[config.mk]
export PLATFORM = sky130hd
export DESIGN_NAME = trap_csr_unit
export DESIGN_NICKNAME = d
export VERILOG_FILES = /design/src/rtl/trap_csr_unit.sv
export SDC_FILE = /design/constraint.sdc
export NUM_CORES = 1
export LEC_CHECK = 0
export BUFFER_PORTS_ARGS = -buffer_cell sky130_fd_sc_hd__buf_4
export CORE_ASPECT_RATIO = 1.4
export CORE_UTILIZATION = 57
export DETAILED_ROUTE_END_ITERATION = 10
export GPL_ROUTABILITY_DRIVEN = 0
export PLACE_DENSITY = 0.9
export SLEW_MARGIN = 15
export SYNTH_ARGS = -nofsm -noshare
export SYNTH_HDL_FRONTEND = slang
export SYNTH_SLANG_ARGS = --single-unit
[constraint.sdc]
create_clock -name clk -period 23.9 [get_ports clk]
set_input_delay 7.17 -clock clk [delete_from_list [all_inputs] [get_ports clk]]
set_output_delay 7.17 -clock clk [all_outputs]
set_load 0.05 [all_outputs]
[src/rtl/trap_csr_unit.sv]
// Machine-mode CSR file and trap sequencer (RUN/TRAP/RET) for the RV64 core.
// Optional feature: define CSR_COUNTERS_EN to add mcycle/minstret and cycle/instret.
module trap_csr_unit #(
    parameter logic [63:0] MTVEC_RESET = 64'h0
) (
    input  logic        clk,
    input  logic        reset,
    input  logic        instr_valid,
    input  logic [63:0] pc,
    input  logic [31:0] instr,
    input  logic [2:0]  exceptSignal,
    input  logic        trapReturn,
    input  logic        csrWriteEnable,
    input  logic [2:0]  funct3,
    input  logic [11:0] csr_addr,
    input  logic [4:0]  rs1_idx,
    input  logic [63:0] rs1_data,
    input  logic        irq_ext,
    input  logic        irq_timer,
    output logic [63:0] csr_rdata,
    output logic        trap_kill,
    output logic        redirect_valid,
    output logic [63:0] redirect_pc,
    output logic [1:0]  privMode
);

    typedef enum logic [1:0] {RUN, TRAP, RET} state_e;

    state_e      state_q;
    logic        redirect_valid_q;
    logic [63:0] redirect_pc_q;

    logic [1:0]  priv_q, priv_d;
    logic        mst_mie_q, mst_mie_d;
    logic        mst_mpie_q, mst_mpie_d;
    logic [1:0]  mst_mpp_q, mst_mpp_d;
    logic        mie_mtie_q, mie_mtie_d;
    logic        mie_meie_q, mie_meie_d;
    logic [63:0] mtvec_q, mtvec_d;
    logic [63:0] mscratch_q, mscratch_d;
    logic [63:0] mepc_q, mepc_d;
    logic [63:0] mcause_q, mcause_d;
    logic [63:0] mtval_q, mtval_d;
`ifdef CSR_COUNTERS_EN
    logic [63:0] mcycle_q, mcycle_d;
    logic [63:0] minstret_q, minstret_d;
`endif

    logic        commit;
    logic        csr_impl;
    logic        does_write;
    logic        csr_ill;
    logic        ret_ill;
    logic        ext_p, tim_p;
    logic        take_irq;
    logic        exc_illegal;
    logic        take_trap;
    logic        do_mret;
    logic        csr_we;
    logic [63:0] src;
    logic [63:0] wdata;
    logic [63:0] trap_cause;
    logic [63:0] trap_val;
    logic [63:0] vec_base;
    logic [63:0] trap_vec;

    // CSR read mux; csr_rdata is the pre-write value in the commit cycle
    always_comb begin
        csr_rdata = 64'h0;
        csr_impl  = 1'b1;
        case (csr_addr)
            12'h300: csr_rdata = {51'h0, mst_mpp_q, 3'h0, mst_mpie_q,
                                  3'h0, mst_mie_q, 3'h0};
            12'h304: csr_rdata = {52'h0, mie_meie_q, 3'h0, mie_mtie_q, 7'h0};
            12'h305: csr_rdata = mtvec_q;
            12'h340: csr_rdata = mscratch_q;
            12'h341: csr_rdata = mepc_q;
            12'h342: csr_rdata = mcause_q;
            12'h343: csr_rdata = mtval_q;
            12'h344: csr_rdata = {52'h0, irq_ext, 3'h0, irq_timer, 7'h0};
`ifdef CSR_COUNTERS_EN
            12'hB00: csr_rdata = mcycle_q;
            12'hB02: csr_rdata = minstret_q;
            12'hC00: csr_rdata = mcycle_q;
            12'hC02: csr_rdata = minstret_q;
`endif
            default: csr_impl = 1'b0;
        endcase
    end

    // Commit-point decode: trap arbitration, CSR legality and write data
    always_comb begin
        commit     = instr_valid & (state_q == RUN);
        src        = funct3[2] ? {59'h0, rs1_idx} : rs1_data;
        does_write = (funct3[1:0] == 2'b01) |
                     ((funct3[1:0] != 2'b00) & (rs1_idx != 5'd0));
        unique case (funct3[1:0])
            2'b01:   wdata = src;
            2'b10:   wdata = csr_rdata | src;
            2'b11:   wdata = csr_rdata & ~src;
            default: wdata = csr_rdata;
        endcase
        csr_ill = csrWriteEnable &
                  (~csr_impl | (csr_addr[9:8] > priv_q) |
                   ((csr_addr[11:10] == 2'b11) & does_write));
        ret_ill = trapReturn & (priv_q != 2'b11);
        ext_p   = irq_ext & mie_meie_q;
        tim_p   = irq_timer & mie_mtie_q;
        take_irq = commit & (mst_mie_q | (priv_q != 2'b11)) &
                   (ext_p | tim_p);
        exc_illegal = commit & (exceptSignal[2] | csr_ill | ret_ill);
        take_trap = take_irq | exc_illegal |
                    (commit & (exceptSignal[1] | exceptSignal[0]));
        do_mret = commit & trapReturn & ~take_trap;
        csr_we  = commit & csrWriteEnable & does_write & ~take_trap;

        trap_val = 64'h0;
        if (take_irq) begin
            trap_cause = ext_p ? {1'b1, 59'h0, 4'd11} : {1'b1, 59'h0, 4'd7};
        end else if (exc_illegal) begin
            trap_cause = 64'd2;
            trap_val   = {32'h0, instr};
        end else if (exceptSignal[1]) begin
            trap_cause = {60'h0, 2'b10, priv_q};
        end else begin
            trap_cause = 64'd3;
        end

        vec_base = {mtvec_q[63:2], 2'b00};
        trap_vec = (take_irq & mtvec_q[0]) ?
                   vec_base + {56'h0, trap_cause[5:0], 2'b00} : vec_base;
        trap_kill = ~reset & take_trap;
    end

    // Next-state for architectural CSR state: trap > mret > CSR write
    always_comb begin
        priv_d     = priv_q;
        mst_mie_d  = mst_mie_q;
        mst_mpie_d = mst_mpie_q;
        mst_mpp_d  = mst_mpp_q;
        mie_mtie_d = mie_mtie_q;
        mie_meie_d = mie_meie_q;
        mtvec_d    = mtvec_q;
        mscratch_d = mscratch_q;
        mepc_d     = mepc_q;
        mcause_d   = mcause_q;
        mtval_d    = mtval_q;
`ifdef CSR_COUNTERS_EN
        mcycle_d   = mcycle_q + 64'd1;
        minstret_d = minstret_q + {63'h0, commit & ~take_trap};
`endif
        if (take_trap) begin
            mepc_d     = {pc[63:2], 2'b00};
            mcause_d   = trap_cause;
            mtval_d    = trap_val;
            mst_mpie_d = mst_mie_q;
            mst_mie_d  = 1'b0;
            mst_mpp_d  = priv_q;
            priv_d     = 2'b11;
        end else if (do_mret) begin
            mst_mie_d  = mst_mpie_q;
            mst_mpie_d = 1'b1;
            priv_d     = mst_mpp_q;
            mst_mpp_d  = 2'b00;
        end else if (csr_we) begin
            case (csr_addr)
                12'h300: begin
                    mst_mie_d  = wdata[3];
                    mst_mpie_d = wdata[7];
                    mst_mpp_d  = (wdata[12:11] == 2'b10) ? 2'b00 : wdata[12:11];
                end
                12'h304: begin
                    mie_mtie_d = wdata[7];
                    mie_meie_d = wdata[11];
                end
                12'h305: mtvec_d    = {wdata[63:2], 1'b0, wdata[0]};
                12'h340: mscratch_d = wdata;
                12'h341: mepc_d     = {wdata[63:2], 2'b00};
                12'h342: mcause_d   = wdata;
                12'h343: mtval_d    = wdata;
`ifdef CSR_COUNTERS_EN
                12'hB00: mcycle_d   = wdata;
                12'hB02: minstret_d = wdata;
`endif
                default: ;
            endcase
        end
    end

    // Architectural CSR registers
    always_ff @(posedge clk or posedge reset) begin
        if (reset) begin
            priv_q     <= 2'b11;
            mst_mie_q  <= 1'b0;
            mst_mpie_q <= 1'b0;
            mst_mpp_q  <= 2'b00;
            mie_mtie_q <= 1'b0;
            mie_meie_q <= 1'b0;
            mtvec_q    <= MTVEC_RESET;
            mscratch_q <= 64'h0;
            mepc_q     <= 64'h0;
            mcause_q   <= 64'h0;
            mtval_q    <= 64'h0;
`ifdef CSR_COUNTERS_EN
            mcycle_q   <= 64'h0;
            minstret_q <= 64'h0;
`endif
        end else begin
            priv_q     <= priv_d;
            mst_mie_q  <= mst_mie_d;
            mst_mpie_q <= mst_mpie_d;
            mst_mpp_q  <= mst_mpp_d;
            mie_mtie_q <= mie_mtie_d;
            mie_meie_q <= mie_meie_d;
            mtvec_q    <= mtvec_d;
            mscratch_q <= mscratch_d;
            mepc_q     <= mepc_d;
            mcause_q   <= mcause_d;
            mtval_q    <= mtval_d;
`ifdef CSR_COUNTERS_EN
            mcycle_q   <= mcycle_d;
            minstret_q <= minstret_d;
`endif
        end
    end

    // Sequencer: one-cycle redirect after a trap or mret
    always_ff @(posedge clk or posedge reset) begin
        if (reset) begin
            state_q          <= RUN;
            redirect_valid_q <= 1'b0;
            redirect_pc_q    <= 64'h0;
        end else begin
            case (state_q)
                RUN: begin
                    if (take_trap) begin
                        state_q          <= TRAP;
                        redirect_valid_q <= 1'b1;
                        redirect_pc_q    <= trap_vec;
                    end else if (do_mret) begin
                        state_q          <= RET;
                        redirect_valid_q <= 1'b1;
                        redirect_pc_q    <= mepc_q;
                    end else begin
                        redirect_valid_q <= 1'b0;
                    end
                end
                default: begin
                    state_q          <= RUN;
                    redirect_valid_q <= 1'b0;
                end
            endcase
        end
    end

    assign redirect_valid = redirect_valid_q;
    assign redirect_pc    = redirect_pc_q;
    assign privMode       = priv_q;

endmodule
==> metrics.md, run 1 <==
| Metric | Value |
|---|---|
| F_max | `58.0 MHz` |
| GRT overflow | `0` |
| Synth-to-layout area growth | `17.7%` |
| Worst-Margin Slew | `1.24 ns` |
| Smallest setup slack after layout | `6.67 ns` |
| Sequential share of the synthesized area | `44.4%` |
| Max Cap Violations | `0` |
| DR vias | `22.2k` |
| P per Cell Area | `75.2 nW/um^2` |
| Minimum clock period | `17.23 ns` |
| Setup TNS | `0 ns` |
| Clock Latency Late Sink | `0.56 ns` |
| Crit end category | `primary output` |
| Simple-Gate Fraction of Synth Area | `21.3%` |
| WP data required | `16.73 ns` |
| Maximum VDD drop | `47.3 uV` |
| Final max-slew violation count | `0` |
| P_leak | `11.3 nW` |
| RSZ-0062 raised after global routing | `false` |
| Synth Area in XOR/XNOR | `4.11%` |
| Finished Layout Cells | `3215` |
| Layout cells sized above 1 | `20.6%` |
| Die Ht | `234 um` |
| Largest family of logic cells by synthesized area | `simple AND/OR/NAND/NOR gates` |
| Hold Path Class | `reg2reg` |
| First-pass detailed-route iteration total | `6` |
| Via/cell ratio | `6.91` |
| Number of flops mapped to enable cells by yosys | `0` |
| Starting Density | `58.2%` |
| Global-route wire length before repair | `124000 um` |
| GRT Total Usage | `41.3%` |
| Synth top area cells | `dfrtp_1 44%, nand2_1 8.0%, mux2_2 4.5%` |
| Core area | `37700 sq um` |
| Row count | `84` |
| Startpoint types | `input pin` |
| Crit path max fanout | `63` |
| CTS tree | `built` |
| Total Nets Final | `2910` |
| Status | `complete, no violations` |
| Post-Route WL | `81300 um` |
| HPWL Detailed | `50200 um` |
| Syn Inst Count | `2520` |
| CTS Sinks | `390` |
| CTS Buf Count | `39` |
| Leading area contributor after synthesis | `dfrtp_1` |
| Synthesized area | `22000 sq um` |
| Slew HR | `17.2%` |
| Top cell type's share of synthesized area | `44.2%` |
| Mux cell area share after synthesis | `5.80%` |
| Adder-Cell Fraction of Synth Area | `0.433%` |
| Final hold viol count | `0` |
| Period utilization | `72.1%` |
| Critical path data arrival time | `10.06 ns` |
| H-tree lvl count | `2` |
| Starting DRT DRC Count | `2823` |
| Vias in the first global route | `22.5k` |
| Final setup fails | `0` |
| Post-route ant nets | `0` |
| Design area | `25900 sq um` |
| Yosys warning total | `0` |
| Largest net degree at the start of global routing | `141` |
| Clock buffer depth | `3` |
| Initial antenna violation count | `1` |
| Setup WS pre-CTS | `6.85 ns` |
| Die Width | `168 um` |
| Post-CTS sizing | `0` |
| Top FF cell, synth | `dfrtp_1` |
| Clock Pin Slew Worst Setup and Hold Paths | `0.06 ns` |
| I/O Pins | `322` |
| Drt wl/cell | `25.3 um` |
| Cell area after placement | `24600 sq um` |
| Avg Inst Size Synth | `8.72 sq um` |
| CP Class | `in2out` |
| Cell variety after synth | `76` |
| Cell count after placement | `3145` |
| #FFs+latches synth | `390` |
| Full die area | `39400 sq um` |
| # diodes | `0` |
| DRC Markers | `0` |
| CTS Root Cell | `clkbuf_16` |
| I/O Buffers | `317` |
| Post-CTS Setup Repair Bufs | `0` |
| Async S/R FF share, synth | `100%` |
| Skew final | `0.0133 ns` |
| Commonest non-fill, non-tap cell in the layout | `nand2_1` |
| Hold Buf Count CTS | `0` |
| Commonest cells after routing, fill and taps aside | `463 x nand2_1, 388 x dfrtp_1, 361 x buf_4, 183 x o21ai_0, 182 x nand3_1` |
| Fraction of the mapped netlist area in compound gates | `19.7%` |
-- worst paths after layout --
check / startpoint / to / slack, ns / cells after the start
setup / recovery: csr_addr[11] / csr_rdata[43] / 6.67 / 7
setup reg to reg: privMode[1]$_DFFE_PP1P_ / mtval_q[39]$_DFFE_PP0P_ / 18.62 / 10
min in group asynchronous: reset / mepc_q[61]$_DFFE_PP0P_ / 6.83 / 2
max in group asynchronous: reset / redirect_pc[39]$_DFFE_PP0P_ / 14.69 / 4
hold reg to reg: mscratch_q[61]$_DFFE_PP0P_ / mscratch_q[61]$_DFFE_PP0P_ / 0.48 / 2
hold / removal: mscratch_q[61]$_DFFE_PP0P_ / mscratch_q[61]$_DFFE_PP0P_ / 0.48 / 2
-- kinds of logic (layout without fill, tap and decap cells) --
kind of cell,count (synthesis),after routing
other cells,1,2
xor+xnor,103,103
compound gates,677,677
fa+ha+maj,7,7
flops,390,390
buf+inv,236,457
simple gates,997,997
mux,109,109
-- per-stage QoR --
step                util (%)  hold slack [ns]  power (mW)
global placement        65.1            0.458        1.29
global route            68.6            0.507        2.00
detailed placement      65.1            0.470        1.31
finish                  68.6            0.482        1.94
CTS                     68.6            0.484        1.93
floorplan                  -            0.445        1.14
-- registers in the layout, indices dropped and copies added, names as in the netlist, 2 cells and up --
register	flops
mcause_q	64
privMode	2
mtvec_q	63
mepc_q	62
mst_mpp_q	2
state_q	2
redirect_pc	62
mscratch_q	64
mtval_q	64
-- per-layer routing --
layer	share of wire (%)	routed length [um]	track usage (%)	up-vias
met3	12	10100	11.4	522
met1	33	26600	46.2	10500
met5	0.016	13	0	-
li1	-	-	-	9366
met4	8.1	6590	32.4	2
met2	47	38000	66.9	1782
-- cell usage after synthesis (38+ instances only) --
cell	n
mux2_2	87
and3_1	59
a21oi_1	128
o21ai_0	183
nor2_1	86
nand2_1	467
xnor2_1	65
o211ai_1	46
nor2b_1	54
a22oi_1	85
nand3_1	184
xor2_1	38
dfrtp_1	388
o21ai_1	44
clkbuf_1	158
-- where the power goes --
group          internal, mW  switching [mW]
clock                 0.360           0.270
sequential            0.746          0.0689
combinational         0.171           0.329
total                  1.28           0.668
-- cell type report --
cell class | count | area, sq um
fillers | 2776 | 11900
multi-input cells | 1895 | 11400
repair buffers | 362 | 2720
clock inverters | 15 | 168
inverters | 25 | 104
clock buffers | 55 | 1120
flip-flops and latches | 390 | 9760
well taps | 473 | 592
-- worst max-delay path: stages --
cell and delay (ns):
buf_4 0.13, or4bb_1 0.80, nor4_4 0.34, buf_4 0.79, a22oi_1 0.25, o21ai_1 0.26
buf_4 0.27
No activity file was read; power rests on OpenSTA's default activity.
==> run 2: changes to the inputs <==
CORE_UTILIZATION = 53   (was 57)
PLACE_DENSITY = 0.88   (was 0.9)
clock period = 15.45 ns   (was 23.9 ns; I/O delays follow)
==> metrics.md, run 2 (synthesis gave the netlist of run 1 again) <==
| Metric | Value |
|---|---|
| Status | `complete, no violations` |
| Post-route ant nets | `0 (unchanged)` |
| Starting Density | `54.1% (-4.1 points)` |
| Vias in the first global route | `23.1k (+2.5%)` |
| P per Cell Area | `116 nW/um^2 (+54%)` |
| Commonest non-fill, non-tap cell in the layout | `nand2_1` |
| DR vias | `22.3k (+0.28%)` |
| Row count | `87 (+3.6%)` |
| Cell count after placement | `3210 (+2.1%)` |
| Hold Path Class | `reg2reg` |
| CTS tree | `built` |
| Sequential cell area | `9760 sq um (unchanged)` |
| F_max | `81.8 MHz` |
| Fraction of power consumed by combinational cells | `25.7% (about the same)` |
| Cell area after placement | `24700 sq um (+0.41%)` |
| Most Crowded Layer GR | `met2` |
| Slew HR | `20.3% (+3.1 points)` |
| HPWL Detailed | `51000 um (+1.6%)` |
| CTS Buf Count | `38 (-2.6%)` |
| Sequential Power Share | `42.1% (+0.2 points)` |
| Internal Power | `1.98 mW (+55%)` |
| CTS Sinks | `390 (unchanged)` |
| Die Width | `174 um (+3.7%)` |
| Final hold viol count | `0 (unchanged)` |
| Clock buffer depth | `3 (unchanged)` |
| Period utilization | `79.1%` |
| Setup TNS | `0 ns (unchanged)` |
| Reg2Reg Launch Point | `privMode[1]$_DFFE_PP1P_` |
| Clock Power Share | `32.3% (about the same)` |
| CP dominant cell by count | `buf_4` |
| Min-Delay Startpoint | `mscratch_q[20]$_DFFE_PP0P_` |
| Post-CTS Setup Repair Bufs | `0 (unchanged)` |
| Post-Route WL | `82200 um (+1.1%)` |
| Crit path max fanout | `54 (-14%)` |
| First-pass detailed-route iteration total | `8 (+2)` |
| Die Ht | `243 um (+3.7%)` |
| Post-CTS sizing | `0 (unchanged)` |
| Drt wl/cell | `25.1 um (-0.70%)` |
| Core Util, Final | `63.9% (-4.6 points)` |
| Finished Layout Cells | `3272 (+1.8%)` |
| CP Launch Point | `csr_addr[0]` |
| Via/cell ratio | `6.81 (-1.5%)` |
| Starting DRT DRC Count | `2667 (-5.5%)` |
| Core area | `40600 sq um (+7.6%)` |
| H-tree lvl count | `2 (unchanged)` |
| Worst path slowest cell | `and2_1` |
| Synth-to-layout area growth | `18.1%` |
| Crit path cell chain | `buf_4 -> and2_1 -> and4_1 -> a222oi_1 -> nand2_1 -> buf_4` |
| Final setup fails | `0 (unchanged)` |
| Initial antenna violation count | `0 (-1)` |
| Full die area | `42300 sq um (+7.5%)` |
| Switching pwr | `1.02 mW (+53%)` |
| Final max-slew violation count | `0 (unchanged)` |
| CP max stage delay | `0.99 ns (+0.19 ns)` |
| Clock Latency Late Sink | `0.56 ns (about the same)` |
| Regs by FF count | `mcause_q (64), mscratch_q (64), mtval_q (64)` |
| # diodes | `0 (unchanged)` |
| Design area | `25900 sq um (+0.31%)` |
| Global-route wire length before repair | `126000 um (+1.7%)` |
| WP data required | `10.82 ns (-5.91 ns)` |
| Skew final | `0.0255 ns (+0.0123 ns)` |
| GRT overflow | `0 (unchanged)` |
| CTS Root Cell | `clkbuf_16` |
| Clock Pin Slew Worst Setup and Hold Paths | `0.06 ns (about the same)` |
| CP Class | `in2out` |
| Minimum clock period | `12.22 ns` |
| Commonest cells after routing, fill and taps aside | `462 x nand2_1, 388 x dfrtp_1, 366 x buf_4, 183 x o21ai_0, 182 x nand3_1` |
| Critical path data arrival time | `7.59 ns (-2.47 ns)` |
| I/O Pins | `322 (unchanged)` |
| Layout cells sized above 1 | `20.6% (about the same)` |
| Total Nets Final | `2913 (+0.10%)` |
| RSZ-0062 raised after global routing | `false` |
| Max Cap Violations | `0 (unchanged)` |
| M3 GR Usage | `10.7% (-0.73 points)` |
| Worst-Margin Slew | `1.19 ns (-0.0481 ns)` |
| Startpoint types | `input pin` |
| Multi-input gate area | `11400 sq um (+0.11%)` |
| GRT Total Usage | `38.7% (-2.6 points)` |
| Fill cells | `3167 (+14%)` |
| Met1 Use GR | `43.6% (-2.6 points)` |
| P_leak | `11.3 nW (about the same)` |
| Sw Share | `34.1% (-0.24 points)` |
| Largest net degree at the start of global routing | `87 (-38%)` |
| DRC Markers | `0 (unchanged)` |
| Met2 usage | `60.8% (-6.1 points)` |
| Crit end category | `primary output` |
| Hold Buf Count CTS | `0 (unchanged)` |
| I/O Buffers | `317 (unchanged)` |
| Maximum VDD drop | `75.9 uV (+60%)` |
==> run 2: cell types whose count changed in the layout (fill, tap and decap cells not counted), sizes merged <==
| cell | delta |
|---|---|
| buf | +4 |
| inv | -4 |
| clkinvlp | +2 |
| clkinv | -6 |
==> run 2: worst paths after layout <==
kind,end,slack (ns),cells after the start
worst max-delay path,csr_rdata[20],3.23,6
worst min-delay path,mscratch_q[20]$_DFFE_PP0P_,0.48,2
worst max register to register,redirect_pc[61]$_DFFE_PP0P_,10.38,15
worst min register to register,mscratch_q[20]$_DFFE_PP0P_,0.48,2
max in group asynchronous,redirect_pc[21]$_DFFE_PP0P_,8.79,4
min in group asynchronous,mepc_q[60]$_DFFE_PP0P_,4.27,2
==> run 2: worst max-delay path: cells and delay by family <==
kind,cells,cell delay (ns)
buffers and inverters,2,0.88
AOI/OAI and AO/OA,1,0.21
and+or+nand+nor,3,1.82
==> run 2: final cells by class <==
class | count | share of cell area, %
Tap cell | 534 | 2.57
Multi-Input combinational cell | 1895 | 44.0
Inverter | 25 | 0.386
Sequential cell | 390 | 37.6
Clock inverter | 7 | 0.444
Clock buffer | 55 | 4.39
Timing Repair Buffer | 366 | 10.6
==> run 2: per-stage QoR <==
step	power [mW]	hold slack [ns]	setup slack, ns
CTS	2.98	0.484	3.41
finish	3.00	0.483	3.23
global route	3.09	0.500	3.20
detailed placement	2.02	0.470	3.41
floorplan	1.76	0.445	3.69
global placement	2.00	0.460	3.44
==> run 2: per-layer routing <==
layer / share of wire (%) / vias up
met5: 0 / -
met4: 9.0 / 0
met3: 12 / 555
met2: 46 / 1767
met1: 33 / 10600
li1: - / 9380
==> run 2: power by group through the flow <==
stage / Combinational [mW] / Clock, mW / Sequential [mW]
final: 0.770 / 0.969 / 1.26
after global routing: 0.815 / 1.00 / 1.27
after CTS: 0.757 / 0.966 / 1.26
after floorplan: 0.339 / 0 / 1.42
after detailed placement: 0.752 / 0 / 1.27
after global placement: 0.731 / 0 / 1.27
